**config.mk**
```make
export PLATFORM = sky130hd
export DESIGN_NAME = instr_fetch_unit
export DESIGN_NICKNAME = d
export VERILOG_FILES = /design/src/rtl/mips_pkg.sv /design/src/rtl/pc_next_calc.sv /design/src/rtl/instr_fetch_unit.sv
export SDC_FILE = /design/constraint.sdc
export NUM_CORES = 1
export LEC_CHECK = 0
export CORE_MARGIN = 2
export CORE_UTILIZATION = 51
export CTS_CLUSTER_SIZE = 30
export DETAILED_ROUTE_END_ITERATION = 10
export PLACE_DENSITY = 0.87
export SLEW_MARGIN = 10
export SYNTH_ARGS = -nofsm -noshare
export SYNTH_HDL_FRONTEND = slang
export SYNTH_SLANG_ARGS = --single-unit
export TNS_END_PERCENT = 1
```
**constraint.sdc**
```tcl
create_clock -name clk -period 11.2 [get_ports clk]
set_clock_uncertainty 0.15 [all_clocks]
set_input_delay 2.24 -clock clk [delete_from_list [all_inputs] [get_ports clk]]
set_output_delay 2.24 -clock clk [all_outputs]
set_load 0.005 [all_outputs]
```
**src/rtl/mips_pkg.sv**
```systemverilog
// rtl/mips_pkg.sv - shared opcodes, instruction field positions and fetch state encoding
package mips_pkg;

  localparam logic [2:0] OP_RFORMAT = 3'b001;
  localparam logic [2:0] OP_LW      = 3'b010;
  localparam logic [2:0] OP_SW      = 3'b011;
  localparam logic [2:0] OP_J       = 3'b100;
  localparam logic [2:0] OP_BEQ     = 3'b101;
  localparam logic [2:0] OP_BNE     = 3'b110;
  localparam logic [2:0] OP_ADDI    = 3'b111;

  localparam int OPC_LSB  = 26;
  localparam int IMM_MSB  = 15;
  localparam int JTGT_MSB = 25;

  localparam logic [31:0] RESET_PC_DEFAULT = 32'h0000_0000;
  localparam int          PC_STEP_DEFAULT  = 4;

  typedef enum logic {
    FETCH = 1'b0,
    ISSUE = 1'b1
  } fetch_state_t;

  // Sign-extended 16-bit immediate, scaled to a byte offset
  function automatic logic [31:0] branch_offset(input logic [IMM_MSB:0] imm);
    return {{14{imm[IMM_MSB]}}, imm, 2'b00};
  endfunction

endpackage

```
**src/rtl/pc_next_calc.sv**
```systemverilog
// rtl/pc_next_calc.sv - combinational next-pc selection for sequential, branch and jump
module pc_next_calc
  import mips_pkg::*;
#(
  parameter int PC_STEP = PC_STEP_DEFAULT
) (
  input  logic [31:0]       pc,
  input  logic [JTGT_MSB:0] instr_idx,
  input  logic              branch,
  input  logic              branch_ne,
  input  logic              zero,
  input  logic              jump,
  output logic [31:0]       pc_plus4,
  output logic [31:0]       next_pc
);

  logic taken;

  assign pc_plus4 = pc + 32'(PC_STEP);
  // beq/bne both high is OR-ed rather than rejected
  assign taken    = (branch & zero) | (branch_ne & ~zero);

  // Jump outranks branch, branch outranks sequential; all arithmetic wraps mod 2^32
  always_comb begin
    next_pc = pc_plus4;
    if (jump) begin
      next_pc = {pc_plus4[31:28], instr_idx, 2'b00};
    end else if (taken) begin
      next_pc = pc_plus4 + branch_offset(instr_idx[IMM_MSB:0]);
    end
  end

endmodule

```
**src/rtl/instr_fetch_unit.sv**
```systemverilog
// rtl/instr_fetch_unit.sv - pc owner, req/ack instruction fetch and issue hold
module instr_fetch_unit
  import mips_pkg::*;
#(
  parameter logic [31:0] RESET_PC = RESET_PC_DEFAULT,
  parameter int          PC_STEP  = PC_STEP_DEFAULT
) (
  input  logic        clk,
  input  logic        reset_n,
  output logic        imem_req,
  output logic [31:0] imem_addr,
  input  logic        imem_ack,
  input  logic [31:0] imem_rdata,
  output logic [31:0] instr,
  output logic        instr_valid,
  output logic [31:0] pc,
  output logic [31:0] pc_plus4,
  input  logic        advance,
  input  logic        branch,
  input  logic        branch_ne,
  input  logic        zero,
  input  logic        jump
);

  fetch_state_t state, state_nx;
  logic         started;
  logic         load_instr;
  logic         take_next;
  logic [31:0]  next_pc;

  pc_next_calc #(
    .PC_STEP(PC_STEP)
  ) u_pc_next_calc (
    .pc        (pc),
    .instr_idx (instr[JTGT_MSB:0]),
    .branch    (branch),
    .branch_ne (branch_ne),
    .zero      (zero),
    .jump      (jump),
    .pc_plus4  (pc_plus4),
    .next_pc   (next_pc)
  );

  // The first cycle after reset keeps the request low so a late ack from an
  // abandoned fetch cannot be mistaken for the restart fetch
  assign imem_req  = (state == FETCH) && started;
  assign imem_addr = pc;

  // Next-state and register-load enables
  always_comb begin
    state_nx   = state;
    load_instr = 1'b0;
    take_next  = 1'b0;
    case (state)
      FETCH: begin
        if (started && imem_ack) begin
          load_instr = 1'b1;
          state_nx   = ISSUE;
        end
      end
      ISSUE: begin
        if (advance) begin
          take_next = 1'b1;
          state_nx  = FETCH;
        end
      end
      default: state_nx = FETCH;
    endcase
  end

  // State, pc, instruction and valid registers
  always_ff @(posedge clk) begin
    if (!reset_n) begin
      state       <= FETCH;
      started     <= 1'b0;
      pc          <= RESET_PC;
      instr       <= 32'h0;
      instr_valid <= 1'b0;
    end else begin
      state   <= state_nx;
      started <= 1'b1;
      if (load_instr) begin
        instr       <= imem_rdata;
        instr_valid <= 1'b1;
      end
      if (take_next) begin
        pc          <= next_pc;
        instr_valid <= 1'b0;
      end
    end
  end

endmodule

```
==> flow_summary.json <==
{
  "drt-pass1-iter-count": 5,
  "synth_seq_cells": 65,
  "ff2ff_setup_slack_ns": 6.49,
  "antenna_found_initial": 0,
  "rows": 37,
  "avgViaCountPerCell": 5.92,
  "fin_cells": 966,
  "yosysMostFrequentCell": "nand2_1",
  "clockBufferDepth": 2,
  "ant_nets": 0,
  "coreArea_sq_um": 10200,
  "initial_core_util": 0.516,
  "async_reset_ff_frac": 0,
  "worst_pin_slew_ns": 1.15,
  "worst-setup-path-type": "reg -> out",
  "fin_crit_sh": 0.529,
  "drive_gt1_frac": 0.0422,
  "yosys.area.top_type_share": 0.248,
  "synthFlopType": "dfxtp_1",
  "endpoint_kind": "primary output",
  "cp.arrival_ns": 3.53,
  "cts-root-buf": "clkbuf_8",
  "crit_fanout": 8,
  "start_kind": "register",
  "worstReg2RegStart": "imem_addr[2]",
  "htree_levels": 3,
  "vdd_drop_max_uv": 85.3,
  "grt_pass1_wl_um": 26900,
  "final_core_util": 0.678,
  "maxSlewViolCount": 0,
  "status": "finished, final reports clean",
  "grt_overflow": 0,
  "die_width_um": 106,
  "synth_common_cells": "127 x nand2_1, 87 x a21oi_1, 65 x dfxtp_1",
  "first_iter_violations": 499,
  "vias": 5716,
  "cts_tree": "built",
  "hold_depth": 2,
  "final-hold-violation-count": 0,
  "synth_area_leader_cell": "dfxtp_1",
  "gp_congestion": 0.914,
  "startpoint": "imem_addr[2]",
  "post-place-ws_ns": 5.51,
  "wl_per_cell_um": 17.5,
  "antenna_cells": 0,
  "synth_area_leaders": "dfxtp_1 25%, nand2_1 9.1%, ha_1 8.6%",
  "dp_hpwl_um": 12600,
  "insertion_delay_ns": 0.35,
  "routed_wl_um": 16900,
  "worst_hold_slack_ns": 0.310,
  "clk_pin_slew_ns": 0.07,
  "numCtsBuffers": 9,
  "setup_viol": 0,
  "power_density_nw_per_um2": 84.4,
  "die_y_um": 106,
  "io-pin-count": 170,
  "drc_errors": 0,
  "setup_slack_ns": 5.28,
  "r2r-end": "imem_addr[27]",
  "post_cts_buffers": 0,
  "rsz0062_at_grt": "no",
  "synth_cell_types": 65,
  "synth_edf_count": 0,
  "syn_avg_cell_area_sq_um": 7.34,
  "hp-class": "reg -> reg",
  "hold_end": "instr[28]",
  "max_clock_freq_mhz": 169,
  "cp.required_ns": 8.81,
  "syn_to_final_growth_pct": 31.3,
  "p_leak_nw": 2.62,
  "min_from": "instr[28]",
  "yosysWarnings": 0,
  "synth_area_sq_um": 5260,
  "yosysSeqAreaShare": 0.248,
  "grt_pass1_vias": 5244,
  "reg2regPathDepth": 14,
  "hold_buffers": 0,
  "dp_cells": 950,
  "clock-sinks": 65,
  "nFillCells": 847,
  "fin_crit_ns": 5.92,
  "syn_inst": 716,
  "cts-resized-gates": 0,
  "grt_util_all_layers": 0.300,
  "die-area_sq_um": 11100,
  "grt_max_degree": 57,
  "portBuffers": 163,
  "cap_violations": 0,
  "slew_headroom": 0.230,
  "setup_tns_ns": 0,
  "nets": 902
}
-- layout by cell type, fill, tap and decap left out, types with 3 or more instances in the layout --
cell type	instances
mux2i_1	3
nor3_1	8
inv_1	12
o31ai_1	5
o22ai_1	3
and2_1	8
nor2b_1	8
xnor2_1	31
clkbuf_8	12
and3_1	8
a311oi_1	5
o211ai_1	20
a21o_1	9
buf_4	4
nand4_1	13
conb_1	6
nand2b_1	8
a211oi_1	7
clkdlybuf4s50_1	163
nor2_1	47
xor2_1	16
ha_1	36
nand2_1	127
a31oi_1	4
and4_1	5
or3_1	8
nand3_1	23
o21ai_0	28
dfxtp_1	65
o21a_1	7
a21oi_1	87
-- worst max-delay path by stage --
stage	depth (start not counted)	end	slack [ns]
detailed placement	7	imem_addr[31]	5.51
CTS	9	pc_plus4[26]	5.37
floorplan	8	pc_plus4[26]	6.74
global placement	7	imem_addr[31]	5.62
finish	9	pc_plus4[26]	5.28
global route	9	pc_plus4[26]	5.08
-- cell families after synthesis --
family / count (synthesis) / share of synthesized area
muxes: 5 / 0.00976
other: 1 / 0.000713
AOI/OAI and AO/OA: 200 / 0.243
xor gates and xnor gates: 47 / 0.0783
buffers and inverters: 87 / 0.0897
DFF: 65 / 0.248
and+or+nand+nor: 274 / 0.242
adders and majority gates: 37 / 0.0895
-- worst max-delay path: stages, from the launching register on --
cell,delay (ns)
dfxtp_1,0.47
ha_1,0.25
and4_1,0.28
nand3_1,0.16
nor3_1,0.38
nand3_1,0.19
nor2_1,0.32
nand3_1,0.20
xnor2_1,0.36
clkdlybuf4s50_1,0.57
-- routing by layer --
layer / track usage / vias up / part of all wire
met2: 0.494 / 272 / 0.48
met4: 0.0827 / 0 / 0.016
met1: 0.408 / 2700 / 0.43
met5: 0 / - / 0
met3: 0.0433 / 24 / 0.083
li1: - / 2720 / -
-- sequential cells by signal, indices dropped and copies added (netlist names) --
signal	flops
instr	32
instr_valid	1
started	1
state	1
imem_addr	30
-- final cells by class --
type,count,area (sq um),share of cell area
repair buffers,167,1660,0.241
flip-flops and latches,65,1300,0.188
inverters,13,48.8,0.00707
clock inverters,4,50.0,0.00725
well taps,136,170,0.0246
multi-input cells,569,3510,0.508
clock buffers,12,165,0.0239
-- where the power goes --
part / internal (mW) / switching (mW)
clock network: 0.121 / 0.0968
registers: 0.239 / 0.0105
logic: 0.0556 / 0.0602
-- per-stage QoR --
step	power [mW]	cell area (sq um)
2_1_floorplan	0.316	5280
3_3_place_gp	0.366	6690
3_5_place_dp	0.369	6690
4_1_cts	0.582	6900
5_1_grt	0.604	6900
6_report	0.583	6900
(Power assumes the default switching activity.)
